<file path="src/rtl/flash_cmd_responder_if.sv">
// Host command port and NAND pin bus of the flash command responder.
// The master modport is the host/NAND-device side, the slave modport is the responder.
interface flash_cmd_responder_if;
    logic [2:0]  cmd;
    logic        start;
    logic [15:0] RWA;
    logic        done;
    logic        EErr;
    logic        cmd_err;
    logic [31:0] id_data;
    logic        nand_ce_n;
    logic        nand_cle;
    logic        nand_ale;
    logic        nand_we_n;
    logic        nand_re_n;
    logic [7:0]  nand_dout;
    logic        nand_doe;
    logic [7:0]  nand_din;
    logic        nand_rb_n;

    modport master (
        output cmd, start, RWA, nand_din, nand_rb_n,
        input  done, EErr, cmd_err, id_data,
        input  nand_ce_n, nand_cle, nand_ale, nand_we_n, nand_re_n, nand_dout, nand_doe
    );

    modport slave (
        input  cmd, start, RWA, nand_din, nand_rb_n,
        output done, EErr, cmd_err, id_data,
        output nand_ce_n, nand_cle, nand_ale, nand_we_n, nand_re_n, nand_dout, nand_doe
    );
endinterface

</file>
<file path="src/rtl/flash_cmd_responder.sv">
// NAND flash command sequencer: reset (FFh), block erase (60h/addr/D0h + status)
// and read ID (90h/00h + four bytes). Pin outputs are decoded from registers only.
module flash_cmd_responder #(
    parameter int PULSE        = 2,
    parameter int TWB          = 4,
    parameter int BUSY_TIMEOUT = 65535
) (
    input  logic                  clk,
    input  logic                  rst,
    flash_cmd_responder_if.slave  bus
);
    typedef enum logic [2:0] {IDLE, WCMD, WADDR, WAIT_TWB, WAIT_RB, RDATA, FINISH} state_t;

    localparam logic [2:0]  OP_RESET   = 3'b011;
    localparam logic [2:0]  OP_ERASE   = 3'b100;
    localparam logic [2:0]  OP_RDID    = 3'b101;
    localparam logic [3:0]  PULSE_LAST = 4'(PULSE - 1);
    localparam logic [15:0] TWB_LAST   = 16'(TWB - 1);
    localparam logic [15:0] TO_LAST    = 16'(BUSY_TIMEOUT - 1);

    state_t      state_q, state_d;
    logic [2:0]  op_q, op_d;
    logic [15:0] rwa_q, rwa_d;
    logic [2:0]  step_q, step_d;      // position in the op's byte sequence / read index
    logic        phase_q, phase_d;    // 0: strobe low, 1: strobe high
    logic [3:0]  cnt_q, cnt_d;        // cycles within the current strobe phase
    logic [15:0] tmr_q, tmr_d;        // tWB and busy-wait cycle counter
    logic        done_q, done_d;
    logic        eerr_q, eerr_d;
    logic        cmd_err_q, cmd_err_d;
    logic [31:0] id_q, id_d;
    logic [7:0]  wr_byte;
    logic        pulse_last;

    // State and result registers; async reset returns everything to idle immediately
    always_ff @(posedge clk or posedge rst) begin
        if (rst) begin
            state_q   <= IDLE;
            op_q      <= '0;
            rwa_q     <= '0;
            step_q    <= '0;
            phase_q   <= 1'b0;
            cnt_q     <= '0;
            tmr_q     <= '0;
            done_q    <= 1'b0;
            eerr_q    <= 1'b0;
            cmd_err_q <= 1'b0;
            id_q      <= '0;
        end else begin
            state_q   <= state_d;
            op_q      <= op_d;
            rwa_q     <= rwa_d;
            step_q    <= step_d;
            phase_q   <= phase_d;
            cnt_q     <= cnt_d;
            tmr_q     <= tmr_d;
            done_q    <= done_d;
            eerr_q    <= eerr_d;
            cmd_err_q <= cmd_err_d;
            id_q      <= id_d;
        end
    end

    // Byte driven during the current write cycle, chosen by op and step
    always_comb begin
        wr_byte = 8'h00;
        case (op_q)
            OP_RESET: wr_byte = 8'hFF;
            OP_ERASE: begin
                case (step_q)
                    3'd0:    wr_byte = 8'h60;
                    3'd1:    wr_byte = rwa_q[7:0];
                    3'd2:    wr_byte = rwa_q[15:8];
                    3'd3:    wr_byte = 8'hD0;
                    default: wr_byte = 8'h70;
                endcase
            end
            OP_RDID:  wr_byte = (step_q == 3'd0) ? 8'h90 : 8'h00;
            default:  wr_byte = 8'h00;
        endcase
    end

    assign pulse_last = (cnt_q == PULSE_LAST);

    // Next-state sequencing; done/flags are set on the transition into FINISH
    always_comb begin
        state_d   = state_q;
        op_d      = op_q;
        rwa_d     = rwa_q;
        step_d    = step_q;
        phase_d   = phase_q;
        cnt_d     = cnt_q;
        tmr_d     = tmr_q;
        done_d    = done_q;
        eerr_d    = eerr_q;
        cmd_err_d = cmd_err_q;
        id_d      = id_q;
        case (state_q)
            IDLE: begin
                if (bus.start) begin
                    case (bus.cmd)
                        OP_RESET, OP_ERASE, OP_RDID: begin
                            done_d    = 1'b0;
                            eerr_d    = 1'b0;
                            cmd_err_d = 1'b0;
                            op_d      = bus.cmd;
                            rwa_d     = bus.RWA;
                            step_d    = 3'd0;
                            phase_d   = 1'b0;
                            cnt_d     = '0;
                            state_d   = WCMD;
                        end
                        3'b001, 3'b010: begin
                            done_d    = 1'b1;
                            eerr_d    = 1'b0;
                            cmd_err_d = 1'b1;
                            op_d      = bus.cmd;
                            rwa_d     = bus.RWA;
                            state_d   = FINISH;
                        end
                        default: ;
                    endcase
                end
            end
            WCMD, WADDR: begin
                if (!pulse_last) begin
                    cnt_d = cnt_q + 4'd1;
                end else begin
                    cnt_d = '0;
                    if (!phase_q) begin
                        phase_d = 1'b1;
                    end else begin
                        phase_d = 1'b0;
                        tmr_d   = '0;
                        case (op_q)
                            OP_RESET: state_d = WAIT_TWB;
                            OP_ERASE: begin
                                step_d = step_q + 3'd1;
                                case (step_q)
                                    3'd0, 3'd1: state_d = WADDR;
                                    3'd2:       state_d = WCMD;
                                    3'd3:       state_d = WAIT_TWB;
                                    default:    state_d = RDATA;
                                endcase
                            end
                            OP_RDID: begin
                                step_d  = step_q + 3'd1;
                                state_d = (step_q == 3'd0) ? WADDR : WAIT_TWB;
                            end
                            default: begin
                                done_d  = 1'b1;
                                state_d = FINISH;
                            end
                        endcase
                    end
                end
            end
            WAIT_TWB: begin
                if (tmr_q == TWB_LAST) begin
                    tmr_d = '0;
                    if (op_q == OP_RDID) begin
                        step_d  = 3'd0;
                        state_d = RDATA;
                    end else begin
                        state_d = WAIT_RB;
                    end
                end else begin
                    tmr_d = tmr_q + 16'd1;
                end
            end
            WAIT_RB: begin
                if (bus.nand_rb_n) begin
                    tmr_d = '0;
                    if (op_q == OP_ERASE) begin
                        step_d  = 3'd4;
                        state_d = WCMD;
                    end else begin
                        done_d  = 1'b1;
                        state_d = FINISH;
                    end
                end else if (tmr_q == TO_LAST) begin
                    done_d    = 1'b1;
                    cmd_err_d = 1'b1;
                    eerr_d    = 1'b0;
                    state_d   = FINISH;
                end else begin
                    tmr_d = tmr_q + 16'd1;
                end
            end
            RDATA: begin
                if (!pulse_last) begin
                    cnt_d = cnt_q + 4'd1;
                end else begin
                    cnt_d = '0;
                    if (!phase_q) begin
                        phase_d = 1'b1;
                        if (op_q == OP_ERASE) eerr_d = bus.nand_din[0];
                        else                  id_d[{step_q[1:0], 3'b000} +: 8] = bus.nand_din;
                    end else begin
                        phase_d = 1'b0;
                        if (op_q == OP_RDID && step_q[1:0] != 2'd3) begin
                            step_d = step_q + 3'd1;
                        end else begin
                            done_d  = 1'b1;
                            state_d = FINISH;
                        end
                    end
                end
            end
            FINISH:  state_d = IDLE;
            default: state_d = IDLE;
        endcase
    end

    // Pin-level decode of the NAND bus from the registered state
    always_comb begin
        bus.nand_ce_n = 1'b1;
        bus.nand_cle  = 1'b0;
        bus.nand_ale  = 1'b0;
        bus.nand_we_n = 1'b1;
        bus.nand_re_n = 1'b1;
        bus.nand_dout = 8'h00;
        bus.nand_doe  = 1'b0;
        case (state_q)
            WCMD, WADDR: begin
                bus.nand_ce_n = 1'b0;
                bus.nand_doe  = 1'b1;
                bus.nand_dout = wr_byte;
                bus.nand_cle  = (state_q == WCMD);
                bus.nand_ale  = (state_q == WADDR);
                bus.nand_we_n = phase_q;
            end
            WAIT_TWB, WAIT_RB: bus.nand_ce_n = 1'b0;
            RDATA: begin
                bus.nand_ce_n = 1'b0;
                bus.nand_re_n = phase_q;
            end
            default: ;
        endcase
    end

    assign bus.done    = done_q;
    assign bus.EErr    = eerr_q;
    assign bus.cmd_err = cmd_err_q;
    assign bus.id_data = id_q;
endmodule

</file>
<file path="src/flat_wrapper.sv">
// flat-port wrapper written by rule: the top's interface ports become plain ports
module flash_cmd_responder_flat 
#(
    parameter int PULSE        = 2,
    parameter int TWB          = 4,
    parameter int BUSY_TIMEOUT = 65535
)
  (clk, rst, bus_cmd, bus_start, bus_RWA, bus_nand_din, bus_nand_rb_n, bus_done, bus_EErr, bus_cmd_err, bus_id_data, bus_nand_ce_n, bus_nand_cle, bus_nand_ale, bus_nand_we_n, bus_nand_re_n, bus_nand_dout, bus_nand_doe);
  flash_cmd_responder_if bus_i ();
  input  logic clk;
  input  logic rst;
  input wire logic [$bits(bus_i.cmd)-1:0] bus_cmd;
  input wire logic [$bits(bus_i.start)-1:0] bus_start;
  input wire logic [$bits(bus_i.RWA)-1:0] bus_RWA;
  input wire logic [$bits(bus_i.nand_din)-1:0] bus_nand_din;
  input wire logic [$bits(bus_i.nand_rb_n)-1:0] bus_nand_rb_n;
  output wire logic [$bits(bus_i.done)-1:0] bus_done;
  output wire logic [$bits(bus_i.EErr)-1:0] bus_EErr;
  output wire logic [$bits(bus_i.cmd_err)-1:0] bus_cmd_err;
  output wire logic [$bits(bus_i.id_data)-1:0] bus_id_data;
  output wire logic [$bits(bus_i.nand_ce_n)-1:0] bus_nand_ce_n;
  output wire logic [$bits(bus_i.nand_cle)-1:0] bus_nand_cle;
  output wire logic [$bits(bus_i.nand_ale)-1:0] bus_nand_ale;
  output wire logic [$bits(bus_i.nand_we_n)-1:0] bus_nand_we_n;
  output wire logic [$bits(bus_i.nand_re_n)-1:0] bus_nand_re_n;
  output wire logic [$bits(bus_i.nand_dout)-1:0] bus_nand_dout;
  output wire logic [$bits(bus_i.nand_doe)-1:0] bus_nand_doe;
  assign bus_i.cmd = bus_cmd;
  assign bus_i.start = bus_start;
  assign bus_i.RWA = bus_RWA;
  assign bus_i.nand_din = bus_nand_din;
  assign bus_i.nand_rb_n = bus_nand_rb_n;
  assign bus_done = bus_i.done;
  assign bus_EErr = bus_i.EErr;
  assign bus_cmd_err = bus_i.cmd_err;
  assign bus_id_data = bus_i.id_data;
  assign bus_nand_ce_n = bus_i.nand_ce_n;
  assign bus_nand_cle = bus_i.nand_cle;
  assign bus_nand_ale = bus_i.nand_ale;
  assign bus_nand_we_n = bus_i.nand_we_n;
  assign bus_nand_re_n = bus_i.nand_re_n;
  assign bus_nand_dout = bus_i.nand_dout;
  assign bus_nand_doe = bus_i.nand_doe;
  flash_cmd_responder #(.PULSE(PULSE), .TWB(TWB), .BUSY_TIMEOUT(BUSY_TIMEOUT)) u_core (.clk(clk), .rst(rst), .bus(bus_i));
endmodule
</file>
<file path="config.mk">
export PLATFORM = sky130hd
export DESIGN_NAME = flash_cmd_responder_flat
export DESIGN_NICKNAME = d
export VERILOG_FILES = /design/src/rtl/flash_cmd_responder_if.sv /design/src/rtl/flash_cmd_responder.sv /design/src/flat_wrapper.sv
export SDC_FILE = /design/constraint.sdc
export NUM_CORES = 1
export LEC_CHECK = 0
export CAP_MARGIN = 15
export CORE_ASPECT_RATIO = 0.9
export CORE_UTILIZATION = 35
export DETAILED_ROUTE_END_ITERATION = 7
export DONT_BUFFER_PORTS = 1
export GPL_ROUTABILITY_DRIVEN = 0
export MAX_ROUTING_LAYER = met4
export RECOVER_POWER = 50
export SYNTH_ARGS = -nofsm -noshare
export SYNTH_HDL_FRONTEND = slang
export SYNTH_SLANG_ARGS = --single-unit
</file>
<file path="constraint.sdc">
create_clock -name clk -period 3.25 [get_ports clk]
set_input_delay 0.4875 -clock clk [delete_from_list [all_inputs] [get_ports clk]]
set_output_delay 0.4875 -clock clk [all_outputs]
set_load 0.1 [all_outputs]
</file>
# After elaboration in Yosys (flattened, before gate mapping)
# Index checks and enable logic that the tools add are counted.
dict set report word_totals {
  reg_bits 81
  inputBits 31
  elab_cells 168
}
dict set report classes {
  n_addsub 4
  n_eq_ne 44
  shifts 2
  n_mux 77
  bitwise_logic 2
  reduce_logical 28
}
# operator count
set ops {}
lappend ops {{2-to-1 mux 16 bit} 5}
lappend ops {{2-to-1 mux 3 bit} 22}
lappend ops {{one-hot mux 16 bit (3 select lines)} 1}
lappend ops {{bitwise mux 32 bit} 1}
lappend ops {{one-hot mux 8 bit (4 select lines)} 1}
lappend ops {{variable shift 8 x 7 -> 32 bit (first input constant)} 1}
lappend ops {{indexed part select 8 x 7 -> 32 bit} 1}
lappend ops {{2-to-1 mux 1 bit} 30}
lappend ops {{one-hot mux 3 bit (5 select lines)} 2}
lappend ops {{one-hot mux 8 bit (3 select lines)} 1}
lappend ops {{inequality test 2 x 1 -> 1 bit (second input constant)} 11}
lappend ops {{equality test 3 x 2 -> 1 bit (second input constant)} 7}
lappend ops {{inequality test 2 bit (second input constant)} 10}
lappend ops {{equality test 3 bit (second input constant)} 6}
lappend ops {{one-hot mux 3 bit (3 select lines)} 2}
lappend ops {{adder 16 x 1 -> 16 bit (second input constant)} 1}
lappend ops {{equality test 16 bit (second input constant)} 1}
lappend ops {{equality test 16 x 2 -> 1 bit (second input constant)} 1}
lappend ops {{2-to-1 mux 8 bit} 2}
lappend ops {{AND reduction 13 bit} 1}
lappend ops {{2-to-1 mux 4 bit} 3}
lappend ops {{AND reduction 4 bit} 3}
lappend ops {{AND reduction 11 bit} 1}
lappend ops {{OR reduction 5 bit} 2}
lappend ops {{other kinds (25)} 41}

# Depth between registers and ports, before layout
dict set report logic_depth {
  word_depth 7
  ltp_mapped 8
  mapped_depth_nobuf 7
}

# Least setup slack after synthesis
# No wires, ideal clock.
dict set report synth_path {
  path_type {register to register}
  startpoint {register u_core.state_q[2]}
  endpoint {register u_core.state_q[0]}
  setup_time_ns 0.125
  t_arrival_ns 4.035
  t_required_ns 3.125
  slack_ns -0.910
  stages_incl_launch_ff 7
  n_path_buf 1
  synth_period_minus_slack_ns 4.160
  cell_sequence {dfrtp_1 buf_2 nor3b_1 a21oi_1 o22ai_1 or4_4 mux2_2}
}
dict set report synth_between {
  elab_chain_cells 4
  elab_cells_between_ends 18
  cone_classes {14 x eq/ne; 1 x mux; 3 x reduce/logical}
}
# element line_no
set synth_lines {}
lappend synth_lines {{start, declared} flash_cmd_responder.sv:21} ;# state_t state_q, state_d;
lappend synth_lines {{start signal, assigned} flash_cmd_responder.sv:50} ;# state_q <= state_d;
lappend synth_lines {{equality test 3 x 2 -> 1 bit or equality test 3 x 1 -> 1 bit (tied branches)} flash_cmd_responder.sv:98} ;# case (state_q)
lappend synth_lines {{OR reduction 2 bit} flash_cmd_responder.sv:98}
lappend synth_lines {{inequality test 2 x 1 -> 1 bit (no line)} --}
lappend synth_lines {{AND reduction 9 bit (no line)} --}
# Parallel ways exist; a longest one is shown, timed or not.
# A chain may end at the register's enable or synchronous reset.

# Final worst setup path
dict set report layout_path {
  startpoint {register u_core.step_q[0]}
  endpoint {output port bus_nand_dout[5]}
}
dict set report layout_between {
  elab_chain_cells 4
  elab_cells_between_ends 7
  cone_classes {3 x eq/ne; 3 x mux; 1 x reduce/logical}
}
# element line_no
set layout_lines {}
lappend layout_lines {{start, declared} flash_cmd_responder.sv:24} ;# logic [2:0] step_q, step_d;
lappend layout_lines {{start signal, assigned} flash_cmd_responder.sv:53} ;# step_q <= step_d;
lappend layout_lines {{equality test 3 x 2 -> 1 bit (tied with other cells)} flash_cmd_responder.sv:70} ;# case (step_q)
lappend layout_lines {{one-hot mux 8 bit (4 select lines) (*)} flash_cmd_responder.sv:70}
lappend layout_lines {{one-hot mux 8 bit (3 select lines) (*)} flash_cmd_responder.sv:67} ;# case (op_q)
lappend layout_lines {{2-to-1 mux 8 bit (*)} flash_cmd_responder.sv:224} ;# case (state_q)
lappend layout_lines {{end, declared} flat_wrapper.sv:26} ;# output wire logic [$bits(bus_i.nand_dout)-1:0] bus_nand_dout;
# Mark *: on every way between the ends. The rest lies on a longest branch, timed or not.

==> flow_summary_export.csv <==
group,metric,value,unit
die,rows,38,
die,start_util,36.4,%
clock_network,cts_setup_buffers,0,
sta,min_period,3.02,ns
synthesis,synth-adder-area-share,1.98,%
sta,setup_viol,0,
synthesis,synth_compound_area_share,17.7,%
route,wirelength,11400,µm
route,drt_pass1_iterations,5,
sta,hold_viol,0,
sta,tightest_slew,1.83,ns
worst_setup_path,critPathArrivalTime,2.53,ns
global_routing,grt_use_total,18.6,%
worst_hold_path,min_path_type,"input pin to register",
synthesis,seq_area_frac_synth,45.8,%
cells_and_area,areaGrowthSynthToFinish,14.7,%
synthesis,synth_mux_area_share,7.46,%
run,cap_violations,1,
synthesis,ys_async_sr_fraction,100,%
die,die-height,109,µm
synthesis,synth_top_cell_area_share,45.8,%
placement,place_hpwl,8170,µm
cells_and_area,insertedDiodeCount,0,
worst_setup_path,critPathKind,"register to output pin",
global_routing,grt_max_degree,43,
synthesis,synthSimpleGateAreaFrac,22.4,%
clock_network,ctsResizeCount,0,
cells_and_area,layout_commonest_cell,"nand2_1",
route,via_count,3746,
worst_setup_path,critPathLaunchType,"register",
worst_setup_path,crit_chain,"inv_1, ha_1, nor3_1, nor2_1, o22ai_1, nand2_1, a21oi_2, buf_4",
die,fp.dieW,121,µm
clock_network,cts_tree,"yes",
global_routing,grt_pass1_wl,18400,µm
worst_setup_path,rrSetupSlack,0.56,ns
sta,slew_headroom,-22.7,%
synthesis,synth_edf_count,0,
synthesis,syn_avg_cell_area,9.32,µm²
clock_network,cts_buffers,9,
die,dieArea,0.0131,mm²
sta,slew_viol_final,43,
synthesis,synth_ff_type,"dfrtp_1",
global_routing,overflow,0,
synthesis,synth_nets,513,
clock_network,insertion_delay,0.34,ns
cells_and_area,fin_nets,526,
worst_setup_path,cpLargestDelayFamily,"simple AND/OR/NAND/NOR gates",
global_routing,antenna_found_initial,0,
synthesis,synth_area_leaders,"dfrtp_1 46%, nand2_1 7.2%, mux2_2 6.1%",
route,drc,0,
synthesis,synthXorXnorAreaFrac,1.19,%
route,ant_nets,0,
run_status,status,"finished, violations left",
clock_network,cts_hold_buf,0,
clock_network,cts_buffer_depth,2,
clock_network,clkTransAtPathRegs,0.06,ns
clock_network,clockRootBuffer,"clkbuf_16",
synthesis,synth_top_family_by_area,"simple AND/OR/NAND/NOR gates",
die,pin_count,80,
route,first_iter_violations,275,
worst_setup_path,max_stage_delay,0.48,ns
clock_network,cts.sinks,81,
worst_setup_path,path_buf_inv,2,
sta,tns,0,ns
clock_network,htreeDepth,3,
worst_setup_path,cp_max_fo,11,
worst_setup_path,critical_path_required,2.76,ns
synthesis,synth_cells,475,
worst_setup_path,cp-end-kind,"output pin",
synthesis,yosysWarnings,0,
synthesis,yosys.area.top_type,"dfrtp_1",
global_routing,first_global_vias,3544,
placement,io_buffers,0,
run_status,violations,"capacitance limit, slew limit",
sta,fmax,0.331,GHz
sta,rsz0062_at_grt,"false",
cells_and_area,drive_gt1_share,18.1,%
sta,skew,0.0110,ns
synthesis,synthDistinctLibCells,58,
synthesis,ys_seq_elements,81,
sta,fin_crit_sh,92.9,%
route,vias_per_cell,5.74,
cells_and_area,layout_common_cells,"85 x nand2_1, 81 x dfrtp_1, 35 x o21ai_0",
synthesis,synth_area,0.00443,mm²
route,routedWlPerCell,17.4,µm
worst_setup_path,critPathSlowestCell,"dfrtp_1",
die,core-area,0.0122,mm²
registers in the layout (all words and copies together) (netlist names):
signal and cells:
u_core.bus.id_data 32, u_core.rwa_q 16, u_core.tmr_q 16, u_core.cnt_q 4, u_core.op_q 3, u_core.state_q 3
u_core.step_q 3, u_core.bus.EErr 1, u_core.bus.cmd_err 1, u_core.bus.done 1, u_core.phase_q 1
area by class of cell:
cell class	count	area [µm²]
clock buffers	10	229
clock inverters	6	66.3
fillers	1236	7090
inverters	14	53.8
multi-input cells	354	2300
flip-flops and latches	81	2030
well taps	160	200
repair buffers	28	203
logic make-up (layout without fill, tap and decap cells):
| group | Yosys count | in the layout |
|---|---|---|
| DFF | 81 | 81 |
| muxes | 30 | 30 |
| adders and majority gates | 7 | 7 |
| AOI/OAI and AO/OA | 124 | 124 |
| buffers and inverters | 40 | 58 |
| xor gates and xnor gates | 6 | 6 |
| and+or+nand+nor | 187 | 187 |
synthesized netlist by cell type (all sizes together), types with 7 or more instances:
library cell and count:
o31ai 17, nor2 16, ha 7, nand2 85
a21oi 37, o21ai 36, clkbuf 20, mux2 24
nand4 10, nand3 9, or4 16, dfrtp 81
nor3 9, inv 14
metal layers:
| metal | part of all wire, % | vias to the layer above | GRT usage, % |
|---|---|---|---|
| li1 | - | 1767 | - |
| met1 | 44 | 1824 | 23.8 |
| met2 | 46 | 130 | 27.6 |
| met3 | 7.8 | 25 | 5.75 |
| met4 | 1.8 | 0 | 6.97 |
| met5 | 0 | - | - |
per-stage QoR:
step                util, %  setup slack (ns)  instance area, µm²  hold slack, ns  std cells
global placement       39.4             0.616                4790           0.491        637
finish                 41.7             0.231                5080           0.274        653
floorplan                 -            0.0256                4450           0.479        475
detailed placement     39.4             0.612                4790           0.499        637
global route           41.7            0.0323                5080           0.266        653
CTS                    41.8             0.238                5090           0.143        653
worst reg2reg max path, cell delays in order, from the launching register on:
cell and delay (ns):
dfrtp_1 0.75, inv_1 0.26, or4_1 0.72, nor2_2 0.38
buf_4 0.25, o31ai_1 0.09, a21oi_1 0.16
worst paths after layout:
path | start | to | cells after the start
setup / recovery | u_core.step_q[0] | bus_nand_dout[5] | 8
hold / removal | bus_nand_din[4] | u_core.bus.id_data[4] | 2
setup reg to reg | u_core.state_q[2] | u_core.tmr_q[12] | 6
hold reg to reg | u_core.rwa_q[14] | u_core.rwa_q[14] | 1
max in group asynchronous | rst | u_core.bus.id_data[5] | 2
min in group asynchronous | rst | u_core.tmr_q[6] | 1
Power is not shown: default switching activity piles up to over one toggle a cycle in this logic, so the estimate is an artifact.
